$ cat src/rtl/memory_arbiter_pkg.sv
// Shared FUNC3 encodings and the mode legality check for the memory arbiter.
// FUNC3 macros are guarded by ARCH_DEFINES so other core files may define them first.
`ifndef ARCH_DEFINES
`define ARCH_DEFINES
`define LB  3'b000
`define LH  3'b001
`define LW  3'b010
`define LBU 3'b100
`define LHU 3'b101
`define SB  3'b000
`define SH  3'b001
`define SW  3'b010
`endif

package memory_arbiter_pkg;

    localparam logic [2:0] FETCH_MODE = `LW;

    // Loads accept any load FUNC3; stores additionally reject the unsigned forms.
    function automatic logic mode_illegal(input logic [2:0] mode, input logic we);
        logic ld_ok, st_ok;
        ld_ok = mode inside {`LB, `LH, `LW, `LBU, `LHU};
        st_ok = mode inside {`SB, `SH, `SW};
        return !ld_ok || (we && !st_ok);
    endfunction

endpackage

$ cat src/rtl/mem_arb_select.sv
// Combinational grant selection between fetch and data requesters.
// rr_i = 1 prefers data on a tie; tie it high for fixed data priority.
module mem_arb_select (
    input  logic if_req_i,
    input  logic d_req_i,
    input  logic rr_i,
    output logic grant_d_o,
    output logic grant_if_o
);

    assign grant_d_o  = d_req_i & (rr_i | ~if_req_i);
    assign grant_if_o = if_req_i & ~grant_d_o;

endmodule

$ cat src/rtl/memory_arbiter.sv
// Shares one byte-serial memory controller between fetch and data requesters.
// Define MEM_ARB_RR_EN for round-robin arbitration; default is fixed data priority.
module memory_arbiter
    import memory_arbiter_pkg::*;
#(
    parameter int ADDR_W  = 32,
    parameter int TIMEOUT = 15
) (
    input  logic              clk,
    input  logic              rst_n,
    input  logic              if_req,
    input  logic [ADDR_W-1:0] if_addr,
    output logic              if_done,
    output logic [31:0]       if_rdata,
    output logic              if_err,
    input  logic              d_req,
    input  logic [ADDR_W-1:0] d_addr,
    input  logic [2:0]        d_mode,
    input  logic              d_we,
    input  logic [31:0]       d_wdata,
    output logic              d_done,
    output logic [31:0]       d_rdata,
    output logic              d_err,
    output logic              mem_start,
    output logic [ADDR_W-1:0] mem_address,
    output logic [2:0]        mem_mode,
    output logic              mem_write_enable,
    output logic [31:0]       mem_write_data,
    input  logic              mem_done,
    input  logic [31:0]       mem_read_data,
    input  logic              mem_active
);

    localparam int CNT_W = $clog2(TIMEOUT + 1);

    typedef enum logic [1:0] {IDLE, ISSUE, WAIT, RESP} state_t;

    state_t            state_q, state_d;
    logic              owner_q, owner_d;   // 1 = data owns the current access
    logic [ADDR_W-1:0] addr_q, addr_d;
    logic [2:0]        mode_q, mode_d;
    logic              we_q, we_d;
    logic [31:0]       wdata_q, wdata_d;
    logic [CNT_W-1:0]  cnt_q, cnt_d;
    logic [31:0]       rdata_q, rdata_d;
    logic              err_q, err_d;
    logic              rr_ptr, grant_d, grant_if;

`ifdef MEM_ARB_RR_EN
    logic rr_q, rr_d;
    assign rr_ptr = rr_q;
`else
    assign rr_ptr = 1'b1;
`endif

    mem_arb_select u_sel (
        .if_req_i  (if_req),
        .d_req_i   (d_req),
        .rr_i      (rr_ptr),
        .grant_d_o (grant_d),
        .grant_if_o(grant_if)
    );

    always_comb begin
        state_d = state_q;
        owner_d = owner_q;
        addr_d  = addr_q;
        mode_d  = mode_q;
        we_d    = we_q;
        wdata_d = wdata_q;
        cnt_d   = cnt_q;
        rdata_d = rdata_q;
        err_d   = err_q;
`ifdef MEM_ARB_RR_EN
        rr_d    = rr_q;
`endif
        case (state_q)
            IDLE: begin
                // A controller still busy from before reset must finish first.
                if (!mem_active && (grant_d || grant_if)) begin
                    owner_d = grant_d;
                    rdata_d = '0;
                    err_d   = 1'b0;
                    if (grant_d) begin
                        addr_d  = d_addr;
                        mode_d  = d_mode;
                        we_d    = d_we;
                        wdata_d = d_wdata;
                    end else begin
                        addr_d  = if_addr;
                        mode_d  = FETCH_MODE;
                        we_d    = 1'b0;
                        wdata_d = '0;
                    end
                    if (grant_d && mode_illegal(d_mode, d_we)) begin
                        err_d   = 1'b1;
                        state_d = RESP;
                    end else begin
                        state_d = ISSUE;
                    end
                end
            end
            ISSUE: begin
                cnt_d   = '0;
                state_d = WAIT;
            end
            WAIT: begin
                cnt_d = cnt_q + 1'b1;
                if (mem_done) begin
                    rdata_d = we_q ? '0 : mem_read_data;
                    state_d = RESP;
                end else if (cnt_q == CNT_W'(TIMEOUT - 1)) begin
                    err_d   = 1'b1;
                    rdata_d = '0;
                    state_d = RESP;
                end
            end
            RESP: begin
`ifdef MEM_ARB_RR_EN
                rr_d    = ~owner_q;
`endif
                state_d = IDLE;
            end
            default: state_d = IDLE;
        endcase
    end

    always_ff @(posedge clk or negedge rst_n) begin
        if (!rst_n) begin
            state_q <= IDLE;
            owner_q <= 1'b0;
            addr_q  <= '0;
            mode_q  <= '0;
            we_q    <= 1'b0;
            wdata_q <= '0;
            cnt_q   <= '0;
            rdata_q <= '0;
            err_q   <= 1'b0;
`ifdef MEM_ARB_RR_EN
            rr_q    <= 1'b1;
`endif
        end else begin
            state_q <= state_d;
            owner_q <= owner_d;
            addr_q  <= addr_d;
            mode_q  <= mode_d;
            we_q    <= we_d;
            wdata_q <= wdata_d;
            cnt_q   <= cnt_d;
            rdata_q <= rdata_d;
            err_q   <= err_d;
`ifdef MEM_ARB_RR_EN
            rr_q    <= rr_d;
`endif
        end
    end

    logic resp_if, resp_d;
    assign resp_if = (state_q == RESP) && !owner_q;
    assign resp_d  = (state_q == RESP) && owner_q;

    assign mem_start        = (state_q == ISSUE);
    assign mem_address      = addr_q;
    assign mem_mode         = mode_q;
    assign mem_write_enable = we_q;
    assign mem_write_data   = wdata_q;

    assign if_done  = resp_if;
    assign if_rdata = resp_if ? rdata_q : '0;
    assign if_err   = resp_if & err_q;
    assign d_done   = resp_d;
    assign d_rdata  = resp_d ? rdata_q : '0;
    assign d_err    = resp_d & err_q;

endmodule

$ cat config.mk
export PLATFORM = sky130hd
export DESIGN_NAME = memory_arbiter
export DESIGN_NICKNAME = d
export VERILOG_FILES = /design/src/rtl/memory_arbiter_pkg.sv /design/src/rtl/mem_arb_select.sv /design/src/rtl/memory_arbiter.sv
export SDC_FILE = /design/constraint.sdc
export NUM_CORES = 1
export LEC_CHECK = 0
export ABC_AREA = 1
export ABC_CLOCK_PERIOD_IN_PS = 4150
export BUFFER_PORTS_ARGS = -buffer_cell sky130_fd_sc_hd__buf_2
export CAP_MARGIN = 30
export CELL_PAD_IN_SITES_DETAIL_PLACEMENT = 1
export CELL_PAD_IN_SITES_GLOBAL_PLACEMENT = 1
export CORE_MARGIN = 3
export CORE_UTILIZATION = 34
export DETAILED_ROUTE_END_ITERATION = 16
export PLACE_DENSITY_LB_ADDON = 0.1
export SLEW_MARGIN = 25
export SYNTH_ARGS = -nofsm -noshare
export SYNTH_HDL_FRONTEND = slang
export SYNTH_SLANG_ARGS = --single-unit
$ cat constraint.sdc
create_clock -name clk -period 4.15 [get_ports clk]
set_clock_uncertainty 0.15 [all_clocks]
set_input_delay 0.83 -clock clk [delete_from_list [all_inputs] [get_ports clk]]
set_output_delay 0.83 -clock clk [all_outputs]
set_load 0.05 [all_outputs]
==> results of run 1 <==
[worst max path at each step]
stage / from / end / slack, ns
final: state_q[1] / if_rdata[31] / 0.94
after global routing: state_q[1] / if_rdata[20] / 0.77
after CTS: state_q[0] / if_rdata[31] / 0.92
after detailed placement: d_req / mem_write_data[1] / 1.20
after global placement: d_req / mem_write_data[2] / 1.24
after floorplan: state_q[0] / if_rdata[22] / 1.64
[synth_stat cells]
master	number	share of area (%)
or2_4	1	0.16
inv_1	80	5.5
ha_1	7	1.6
nand3b_1	1	0.14
o22ai_1	1	0.11
a21oi_1	1	0.091
o21ai_0	9	0.82
nor3_1	1	0.091
o211ai_1	32	4.4
clkbuf_1	18	1.2
dfrtp_1	108	49
buf_1	1	0.068
buf_2	7	0.64
nand3_1	36	3.3
o21ai_1	31	2.8
nand2_4	2	0.41
nand3_4	1	0.32
buf_4	14	1.9
nor2_1	105	7.2
or2_2	33	3.8
inv_2	3	0.20
nand2_2	1	0.11
a21boi_0	1	0.14
buf_6	4	0.82
nand2_1	221	15
[metrics by stage]
| stage | power [mW] | hold slack [ns] | util, % | area, um2 |
|---|---|---|---|---|
| after detailed placement | 4.48 | 0.310 | 44.8 | 6930 |
| after CTS | 5.32 | 0.328 | 46.5 | 7210 |
| after global placement | 4.44 | 0.306 | 44.8 | 6930 |
| final | 5.24 | 0.322 | 46.6 | 7210 |
| after floorplan | 3.82 | 0.291 | - | 5500 |
| after global routing | 5.60 | 0.345 | 46.6 | 7210 |
[final cells by class]
| class | instances | area, um2 | share of cell area [%] |
|---|---|---|---|
| flip-flops and latches | 108 | 2700 | 37.5 |
| multi-input cells | 484 | 2230 | 30.9 |
| repair buffers | 281 | 1430 | 19.8 |
| inverters | 83 | 312 | 4.32 |
| well taps | 211 | 264 | 3.66 |
| clock buffers | 9 | 225 | 3.12 |
| clock inverters | 7 | 50.0 | 0.694 |
| diodes | 3 | 7.51 | 0.104 |
[registers in the layout, indices dropped and copies added (netlist names)]
register	count
mem_write_data	32
state_q	2
mem_mode	3
rdata_q	32
mem_write_enable	1
cnt_q	4
err_q	1
owner_q	1
mem_address	32
[power groups by stage]
stage	clock network, mW	logic, mW	registers [mW]
floorplan	0	1.03	2.78
global placement	0	2.73	1.71
detailed placement	0	2.77	1.72
CTS	0.848	2.77	1.71
global route	0.886	2.94	1.77
finish	0.814	2.72	1.70
[worst min-delay path, stage by stage, from the launching register on]
cell     delay [ns]
dfrtp_1        0.34
nand2_1        0.05
nand2_1        0.05
[kinds of logic after synthesis]
family	after synthesis	synth area share, %
compound gates	75	8.36
fa+ha+maj	7	1.59
buf+inv	127	10.3
flops	108	49.2
simple gates	402	30.5
[layer usage]
metal,vias up,track usage [%]
li1,2703,-
met4,4,6.51
met2,168,30.8
met1,2464,22.7
met3,19,6.38
met5,-,0
==> reports/metrics.cfg, run 1 <==
[clock_network]
clk_latency_ns = 0.35
hold_buffers = 0
cts_resized = 0
cts_sinks = 108
post_cts_buffers = 0
clockBufferDepth = 2
cts_tree = done
cts-root-buf = clkbuf_16
cts.clk_slew.worst_paths_ns = 0.07
htree_levels = 3
cts_inserted_buffers = 9

[critical_path]
path_buf_inv = 2
critPathTopFamily = buffers and inverters
worstReg2RegEnd = rdata_q[25]
crit_path_max_incr_delay_ns = 0.50
critPathRequiredTime_ns = 3.17
cp_slowest_cell = nand2_1
arrival_ns = 2.23
rrSetupSlack_ns = 1.85
reg2regPathDepth = 7
crit_path_start_kind = register
path_class = register to output port
cp-end-kind = output port
worst-path-max-fanout = 22
r2r_start = state_q[1]
cp_cell_sequence = ha_1, nand2_1, buf_4, nor2_1, buf_2
worst-path-stages = 5

[timing]
layout_setup_ws_ns = 0.945
rsz0062_at_grt = no
fin_crit_ns = 3.21
tightest_slew_ns = 0.871
maxSlewViolCount = 0
final-setup-viol-count = 0
max-slew-margin-rel_pct = 41.9
hold_violations = 0
fmax_mhz = 312
fin_tns_setup_ns = 0
period_share_pct = 77.2

[placed_design]
placedCellCount = 1167
gp_congestion = 0.764
dp_hpwl_um = 12500
portBuffers = 274
preCtsSetupSlack_ns = 1.20

[floorplanning]
die_area_um2 = 17700
rows = 45
core_um2 = 15500
die_h_um = 133
pin_count = 275
initial_core_util_pct = 35.5
fp.dieW_um = 133

[grt]
grt_pass1_wl_um = 26800
grt_max_degree = 82
grt_pass1_vias = 5325
grt_overflow_total = 0
gr-usage-all-layers_pct = 18.6
antenna_found_initial = 4

[finish]
mostFrequentLayoutCell = buf_2
synthToLayoutAreaGrowth_pct = 31.3
most-common-layout-cells = buf_2 (273), nand2_1 (220), dfrtp_1 (108), nor2_1 (105), inv_1 (80)
final_cells = 1186
drive_gt1_share_pct = 34.9
nFillCells = 2051
final_nets = 1112

[routing]
wirelength_um = 16900
vias_per_cell = 4.52
first_iter_violations = 192
route.met3.wl_um = 1400
wl_per_cell_um = 14.2
drc = 0
wl_met2_um = 8030
met1_length_um = 7170
dr_total_vias = 5358
drtPass1Iterations = 4
ant_nets = 0
top_layer = met5

[logic_synthesis]
yosys.cell_types.count = 25
synthCells = 719
syn_nets = 864
yosysSeqAreaShare_pct = 49.2
postSynthAreaPerCell_um2 = 7.64
syn_area_um2 = 5500
synth_warnings = 0
synth_seq_cells = 108

[pwr]
pwr-share-comb_pct = 52.0
irDropWorstVdd_mv = 0.381
p_leak_nw = 4.16
net-switching-power_mw = 2.75
seqPwrFrac_pct = 32.5
swShare_pct = 52.5
clock_power_share_pct = 15.5
power_density_nw_per_um2 = 727
internal_power_mw = 2.49

[run]
maxCapViolCount = 0

[min_path]
holdCritStartpoint = rdata_q[31]
holdPathStages = 2
min_path_type = register to register
min_to = rdata_q[31]

[status]
outcome = completed

Power figures use the tool's default switching activity.
==> run 2: changes to the inputs <==
Settings changed: ABC_AREA 1 to 0, ABC_CLOCK_PERIOD_IN_PS 4150 to 2900, CORE_UTILIZATION 34 to 29.
Clock period 4.15 ns to 2.9 ns, I/O delays scaled along.
==> run 2 against run 1 <==
Compared with the run above: register-to-register slack worse by 1.3 ns; clock power is 63% higher; flip-flop and latch count stayed put; worst hold slack worse by 0.24 ns; highest routed layer unchanged.
==> reports/metrics.cfg, run 2 <==
[pwr]
seqPwrFrac_pct = 33.4  ; was 32.5%
power_density_nw_per_um2 = 1080  ; was 727 nW/um2
internal_power_mw = 3.76  ; was 2.49 mW
pwr-share-comb_pct = 48.8  ; was 52.0%
swShare_pct = 49.5  ; was 52.5%
p_leak_nw = 3.94  ; was 4.16 nW
net-switching-power_mw = 3.69  ; was 2.75 mW
irDropWorstVdd_mv = 0.425  ; was 0.381 mV
clock_power_share_pct = 17.9  ; was 15.5%

[clock_network]
cts_tree = done  ; unchanged
cts_inserted_buffers = 9  ; unchanged
htree_levels = 3  ; unchanged
clk_latency_ns = 0.35  ; about the same
post_cts_buffers = 0  ; unchanged
cts.clk_slew.worst_paths_ns = 0.07  ; about the same
cts-root-buf = clkbuf_16  ; unchanged
hold_buffers = 0  ; unchanged
cts_sinks = 108  ; unchanged
clockBufferDepth = 2  ; unchanged
cts_resized = 0  ; unchanged

[finish]
final_cells = 984  ; was 1186
final_nets = 902  ; was 1112
nFillCells = 2022  ; was 2051
multi_input_area_um2 = 2080  ; was 2230 um2
synthToLayoutAreaGrowth_pct = 38.4  ; was 31.3%
mostFrequentLayoutCell = buf_2  ; unchanged
drive_gt1_share_pct = 39.8  ; was 34.9%
regArea_um2 = 2700  ; unchanged
most-common-layout-cells = buf_2 (272), dfrtp_1 (108), nand2_1 (106), o21ai_0 (72), mux2i_1 (35)  ; was buf_2 (273), nand2_1 (220), dfrtp_1 (108), nor2_1 (105), inv_1 (80)
final_util_pct = 41.3  ; was 46.6%
design_area_um2 = 6900  ; was 7210 um2

[critical_path]
worst-path-max-fanout = 34  ; was 22
cp-end-kind = output port  ; unchanged
path_class = register to output port  ; unchanged
reg2regPathDepth = 6  ; was 7
rrSetupSlack_ns = 0.58  ; was 1.85 ns
crit_path_end = if_rdata[26]  ; was if_rdata[31]
cp_slowest_cell = dfrtp_1  ; was nand2_1
arrival_ns = 1.75  ; was 2.23 ns
cp_cell_sequence = ha_1, nor2b_2, buf_4, and2_1, buf_2  ; was ha_1, nand2_1, buf_4, nor2_1, buf_2
critPathTopFamily = buffers and inverters  ; unchanged
worstReg2RegEnd = rdata_q[26]  ; was rdata_q[25]
path_buf_inv = 2  ; unchanged
crit_path_start_kind = register  ; unchanged
crit_path_start = state_q[0]  ; was state_q[1]
worst-path-stages = 5  ; unchanged
r2r_start = state_q[0]  ; was state_q[1]
critPathRequiredTime_ns = 2.17  ; was 3.17 ns
crit_path_max_incr_delay_ns = 0.38  ; was 0.50 ns

[routing]
vias_per_cell = 4.62  ; was 4.52
drtPass1Iterations = 4  ; unchanged
first_iter_violations = 124  ; was 192
wl_per_cell_um = 16.5  ; was 14.2 um
drc = 0  ; unchanged
ant_nets = 0  ; unchanged
wirelength_um = 16200  ; was 16900 um
dr_total_vias = 4547  ; was 5358

[placed_design]
dp_hpwl_um = 12100  ; was 12500 um
portBuffers = 274  ; unchanged
placed_cell_area_um2 = 6550  ; was 6930 um2
placedCellCount = 965  ; was 1167
gp_congestion = 0.762  ; was 0.764

[logic_synthesis]
synth_seq_cells = 108  ; unchanged
postSynthAreaPerCell_um2 = 9.98  ; was 7.64 um2
syn_nets = 644  ; was 864
synth.most_common_cell = dfrtp_1  ; was nand2_1
yosysSeqAreaShare_pct = 54.2  ; was 49.2%
synth_top_area_cell = dfrtp_1  ; unchanged
synth_edf_count = 0  ; unchanged
synthCells = 499  ; was 719
synth.top_cell.area_share_pct = 54.2  ; was 49.2%
synth_common_cells = dfrtp_1 (108), nand2_1 (106), o21ai_0 (72)  ; was nand2_1 (221), dfrtp_1 (108), nor2_1 (105)
synth-main-ff-cell = dfrtp_1  ; unchanged
synth_warnings = 0  ; unchanged
synth_area_leaders = dfrtp_1 (54%), nand2_1 (8.0%), o21ai_0 (7.2%)  ; was dfrtp_1 (49%), nand2_1 (15%), nor2_1 (7.2%)
async_reset_ff_share_pct = 100  ; unchanged
yosys.cell_types.count = 27  ; was 25
syn_area_um2 = 4980  ; was 5500 um2

[timing]
tightest_slew_ns = 0.738  ; was 0.871 ns
hold_violations = 0  ; unchanged
maxSlewViolCount = 0  ; unchanged
max-slew-margin-rel_pct = 50.8  ; was 41.9%
fin_tns_setup_ns = 0  ; unchanged
timing.hold.ws_ns = 0.0824  ; was 0.322 ns
period_share_pct = 85.4
fmax_mhz = 404
final-setup-viol-count = 0  ; unchanged
rsz0062_at_grt = no  ; unchanged
fin_crit_ns = 2.48

[grt]
grt_pass1_wl_um = 25200  ; was 26800 um
grt_pass1_vias = 4904  ; was 5325
grt_max_degree = 88  ; was 82
grt_overflow_total = 0  ; unchanged
antenna_found_initial = 3  ; was 4
gr-usage-all-layers_pct = 17.1  ; was 18.6%

[floorplanning]
fp.dieW_um = 137  ; was 133 um
die_h_um = 137  ; was 133 um
die_area_um2 = 18800  ; was 17700 um2
pin_count = 275  ; unchanged
core_um2 = 16700  ; was 15500 um2
rows = 47  ; was 45
initial_core_util_pct = 29.8  ; was 35.5%

[run]
maxCapViolCount = 0  ; unchanged

[min_path]
min_path_type = primary input to asynchronous set/reset pin  ; was register to register

[status]
outcome = completed  ; unchanged

run 2: area by class of cell:
| class | count | area share, % |
|---|---|---|
| Clock inverter | 5 | 1.23 |
| Inverter | 7 | 0.381 |
| Clock buffer | 11 | 3.37 |
| Multi-Input combinational cell | 346 | 30.1 |
| Timing Repair Buffer | 285 | 21.6 |
| Antenna cell | 2 | 0.0726 |
| Sequential cell | 108 | 39.2 |
| Tap cell | 220 | 3.99 |
run 2: worst min path at each step:
stage	startpoint	to	slack, ns	depth (start not counted)
floorplan	rst_n	cnt_q[0]	0.13	0
global placement	mem_address[8]	mem_address[8]	0.31	2
detailed placement	mem_write_data[17]	mem_write_data[17]	0.31	2
CTS	rst_n	rdata_q[3]	0.11	1
global route	rst_n	rdata_q[3]	0.12	1
finish	rst_n	rdata_q[3]	0.08	1
run 2: layer usage:
layer / GRT usage [%] / vias up / routed length (um)
met5: 0 / - / 13
met4: 6.37 / 2 / 350
met3: 5.96 / 23 / 1570
met2: 29.1 / 188 / 7890
met1: 19.8 / 2114 / 6410
li1: - / 2220 / -
run 2: kinds of logic (layout without fill, tap and decap cells):
logic type / Yosys count / count (layout) / share of synthesized area, %
mux: 36 / 36 / 7.26
simple gates: 188 / 188 / 18.2
fa+ha+maj: 7 / 7 / 1.76
flops: 108 / 108 / 54.2
buf+inv: 45 / 308 / 4.09
other cells: 0 / 2 / 0
compound gates: 115 / 115 / 14.5
run 2: power by group through the flow:
| stage | sequential [mW] | clock, mW | combinational (mW) |
|---|---|---|---|
| after detailed placement | 2.51 | 0 | 3.68 |
| after global placement | 2.49 | 0 | 3.54 |
| after CTS | 2.49 | 1.38 | 3.68 |
| after floorplan | 3.84 | 0 | 1.27 |
| after global routing | 2.58 | 1.46 | 3.90 |
| final | 2.49 | 1.33 | 3.63 |
run 2: stage by stage:
stage | total power, mW | setup slack (ns)
after floorplan | 5.11 | 0.184
after global placement | 6.03 | 0.520
after detailed placement | 6.19 | 0.592
after CTS | 7.56 | 0.373
after global routing | 7.95 | 0.280
final | 7.44 | 0.423
==> run 3: changes to the inputs <==
Settings changed: CORE_MARGIN 3 to 5.
==> run 3 against run 2 <==
Compared with the run above: core utilization is 0.93 points lower; via count is 0.31% higher; non-clock buffer count stayed put; cell count is 0.30% higher; largest cell class unchanged; register-to-register slack better by 0.10 ns; sequential power hardly changed; cell area is 0.16% lower; flip-flop and latch count stayed put; critical endpoint is now if_rdata[2].
==> reports/metrics.cfg, run 3 (synthesis gave the netlist of run 2 again) <==
[critical_path]
worst-path-max-fanout = 34  ; unchanged
path_class = register to output port  ; unchanged
critPathRequiredTime_ns = 2.17  ; about the same
arrival_ns = 1.78  ; was 1.75 ns
cp_cell_sequence = ha_1, nor2b_1, buf_4, and2_1, buf_2  ; was ha_1, nor2b_2, buf_4, and2_1, buf_2
cp_slowest_cell = dfrtp_1  ; unchanged
crit_path_max_incr_delay_ns = 0.38  ; about the same
critPathTopFamily = buffers and inverters  ; unchanged
cp-end-kind = output port  ; unchanged
path_buf_inv = 2  ; unchanged
crit_path_start_kind = register  ; unchanged

[routing]
wirelength_um = 16400  ; was 16200 um
drtPass1Iterations = 4  ; unchanged
first_iter_violations = 97  ; was 124
wl_per_cell_um = 16.7  ; was 16.5 um
vias_per_cell = 4.62  ; about the same
drc = 0  ; unchanged
dr_total_vias = 4561  ; was 4547
ant_nets = 0  ; unchanged

[clock_network]
clockBufferDepth = 2  ; unchanged
cts.clk_slew.worst_paths_ns = 0.07  ; about the same
htree_levels = 3  ; unchanged
hold_buffers = 0  ; unchanged
post_cts_buffers = 0  ; unchanged
cts-root-buf = clkbuf_16  ; unchanged
cts_sinks = 108  ; unchanged
clk_latency_ns = 0.34  ; was 0.35 ns
cts_inserted_buffers = 9  ; unchanged
cts_tree = done  ; unchanged
cts_resized = 0  ; unchanged

[finish]
drive_gt1_share_pct = 39.9  ; was 39.8%
nFillCells = 2026  ; was 2022
most-common-layout-cells = buf_2 (272), dfrtp_1 (108), nand2_1 (106), o21ai_0 (72), mux2i_1 (35)  ; unchanged
final_nets = 902  ; unchanged
multi_input_area_um2 = 2080  ; about the same
regArea_um2 = 2700  ; unchanged
n_antenna_cell = 0  ; was 2
synthToLayoutAreaGrowth_pct = 38.2  ; was 38.4%
final_util_pct = 40.4  ; was 41.3%
mostFrequentLayoutCell = buf_2  ; unchanged

[floorplanning]
rows = 48  ; was 47
initial_core_util_pct = 29.2  ; was 29.8%
die_area_um2 = 19900  ; was 18800 um2
fp.dieW_um = 141  ; was 137 um
pin_count = 275  ; unchanged
core_um2 = 17100  ; was 16700 um2
die_h_um = 141  ; was 137 um

[timing]
fin_crit_ns = 2.51  ; was 2.48 ns
tightest_slew_ns = 0.675  ; was 0.738 ns
rsz0062_at_grt = no  ; unchanged
hold_violations = 0  ; unchanged
period_share_pct = 86.6  ; was 85.4%
fin_tns_setup_ns = 0  ; unchanged
max-slew-margin-rel_pct = 55.0  ; was 50.8%
maxSlewViolCount = 0  ; unchanged
final-setup-viol-count = 0  ; unchanged
fmax_mhz = 398  ; was 404 MHz

[placed_design]
gp_congestion = 0.751  ; was 0.762
portBuffers = 274  ; unchanged
dp_hpwl_um = 12700  ; was 12100 um

[pwr]
irDropWorstVdd_mv = 0.507  ; was 0.425 mV
p_leak_nw = 3.94  ; about the same
power_density_nw_per_um2 = 1070  ; was 1080 nW/um2

[grt]
grt_pass1_wl_um = 25600  ; was 25200 um
grt_pass1_vias = 4707  ; was 4904
antenna_found_initial = 0  ; was 3
grt_overflow_total = 0  ; unchanged
gr-usage-all-layers_pct = 16.0  ; was 17.1%
grt_max_degree = 81  ; was 88

[min_path]
min_path_type = primary input to asynchronous set/reset pin  ; unchanged

[run]
maxCapViolCount = 0  ; unchanged

[status]
outcome = completed  ; unchanged

==> run 3: cell types whose count changed in the layout (fill, tap and decap cells not counted), sizes merged <==
| cell | previous run | this run |
|---|---|---|
| diode | 2 | 0 |
| clkinvlp | 1 | 0 |
| clkinv | 1 | 2 |
| bufinv | 2 | 1 |
| inv | 8 | 7 |
| clkbuf | 11 | 13 |
==> run 3: worst paths after layout <==
check	slack [ns]	cells after the start	end	start
setup / recovery	0.39	5	if_rdata[2]	state_q[0]
hold / removal	0.06	1	rdata_q[11]	rst_n
setup reg to reg	0.68	5	owner_q	state_q[0]
hold reg to reg	0.33	2	mem_write_data[27]	mem_write_data[27]
max in group asynchronous	1.81	2	rdata_q[12]	rst_n
min in group clk	0.31	2	rdata_q[27]	mem_read_data[27]
==> run 3: layout make-up <==
type / instances / share of cell area (%)
multi-input combinational: 346 / 30.2
timing repair buffer: 285 / 21.6
tap: 225 / 4.09
inverter: 7 / 0.382
clock inverter: 3 / 0.636
clock buffer: 13 / 3.93
sequential: 108 / 39.3
==> run 3: report_power, final <==
part | switching, mW | total, mW | internal, mW | leakage [nW]
sequential | 0.373 | 2.48 | 2.11 | 1.42
combinational | 2.71 | 3.58 | 0.867 | 2.37
clock | 0.548 | 1.29 | 0.742 | 0.156
==> run 3: metal layers <==
metal  share of wire, %  wire [um]  global-route usage (%)  vias to the layer above
met5                  0          0                       0                        -
met4                1.7        284                    5.05                        0
met3                8.6       1410                    4.92                       15
met2                 48       7930                    26.4                      166
met1                 41       6800                    20.1                     2164
li1                   -          -                       -                     2216
==> run 3: stage by stage <==
| stage | hold slack, ns | instances | total power [mW] | setup WS (ns) | cell area [um2] |
|---|---|---|---|---|---|
| after global placement | 0.305 | 970 | 6.04 | 0.502 | 6550 |
| after floorplan | 0.134 | 499 | 5.11 | 0.184 | 4980 |
| after global routing | 0.0978 | 987 | 7.82 | 0.263 | 6890 |
| final | 0.0587 | 987 | 7.35 | 0.388 | 6890 |
| after CTS | 0.0818 | 986 | 7.49 | 0.340 | 6870 |
| after detailed placement | 0.314 | 970 | 6.16 | 0.632 | 6550 |
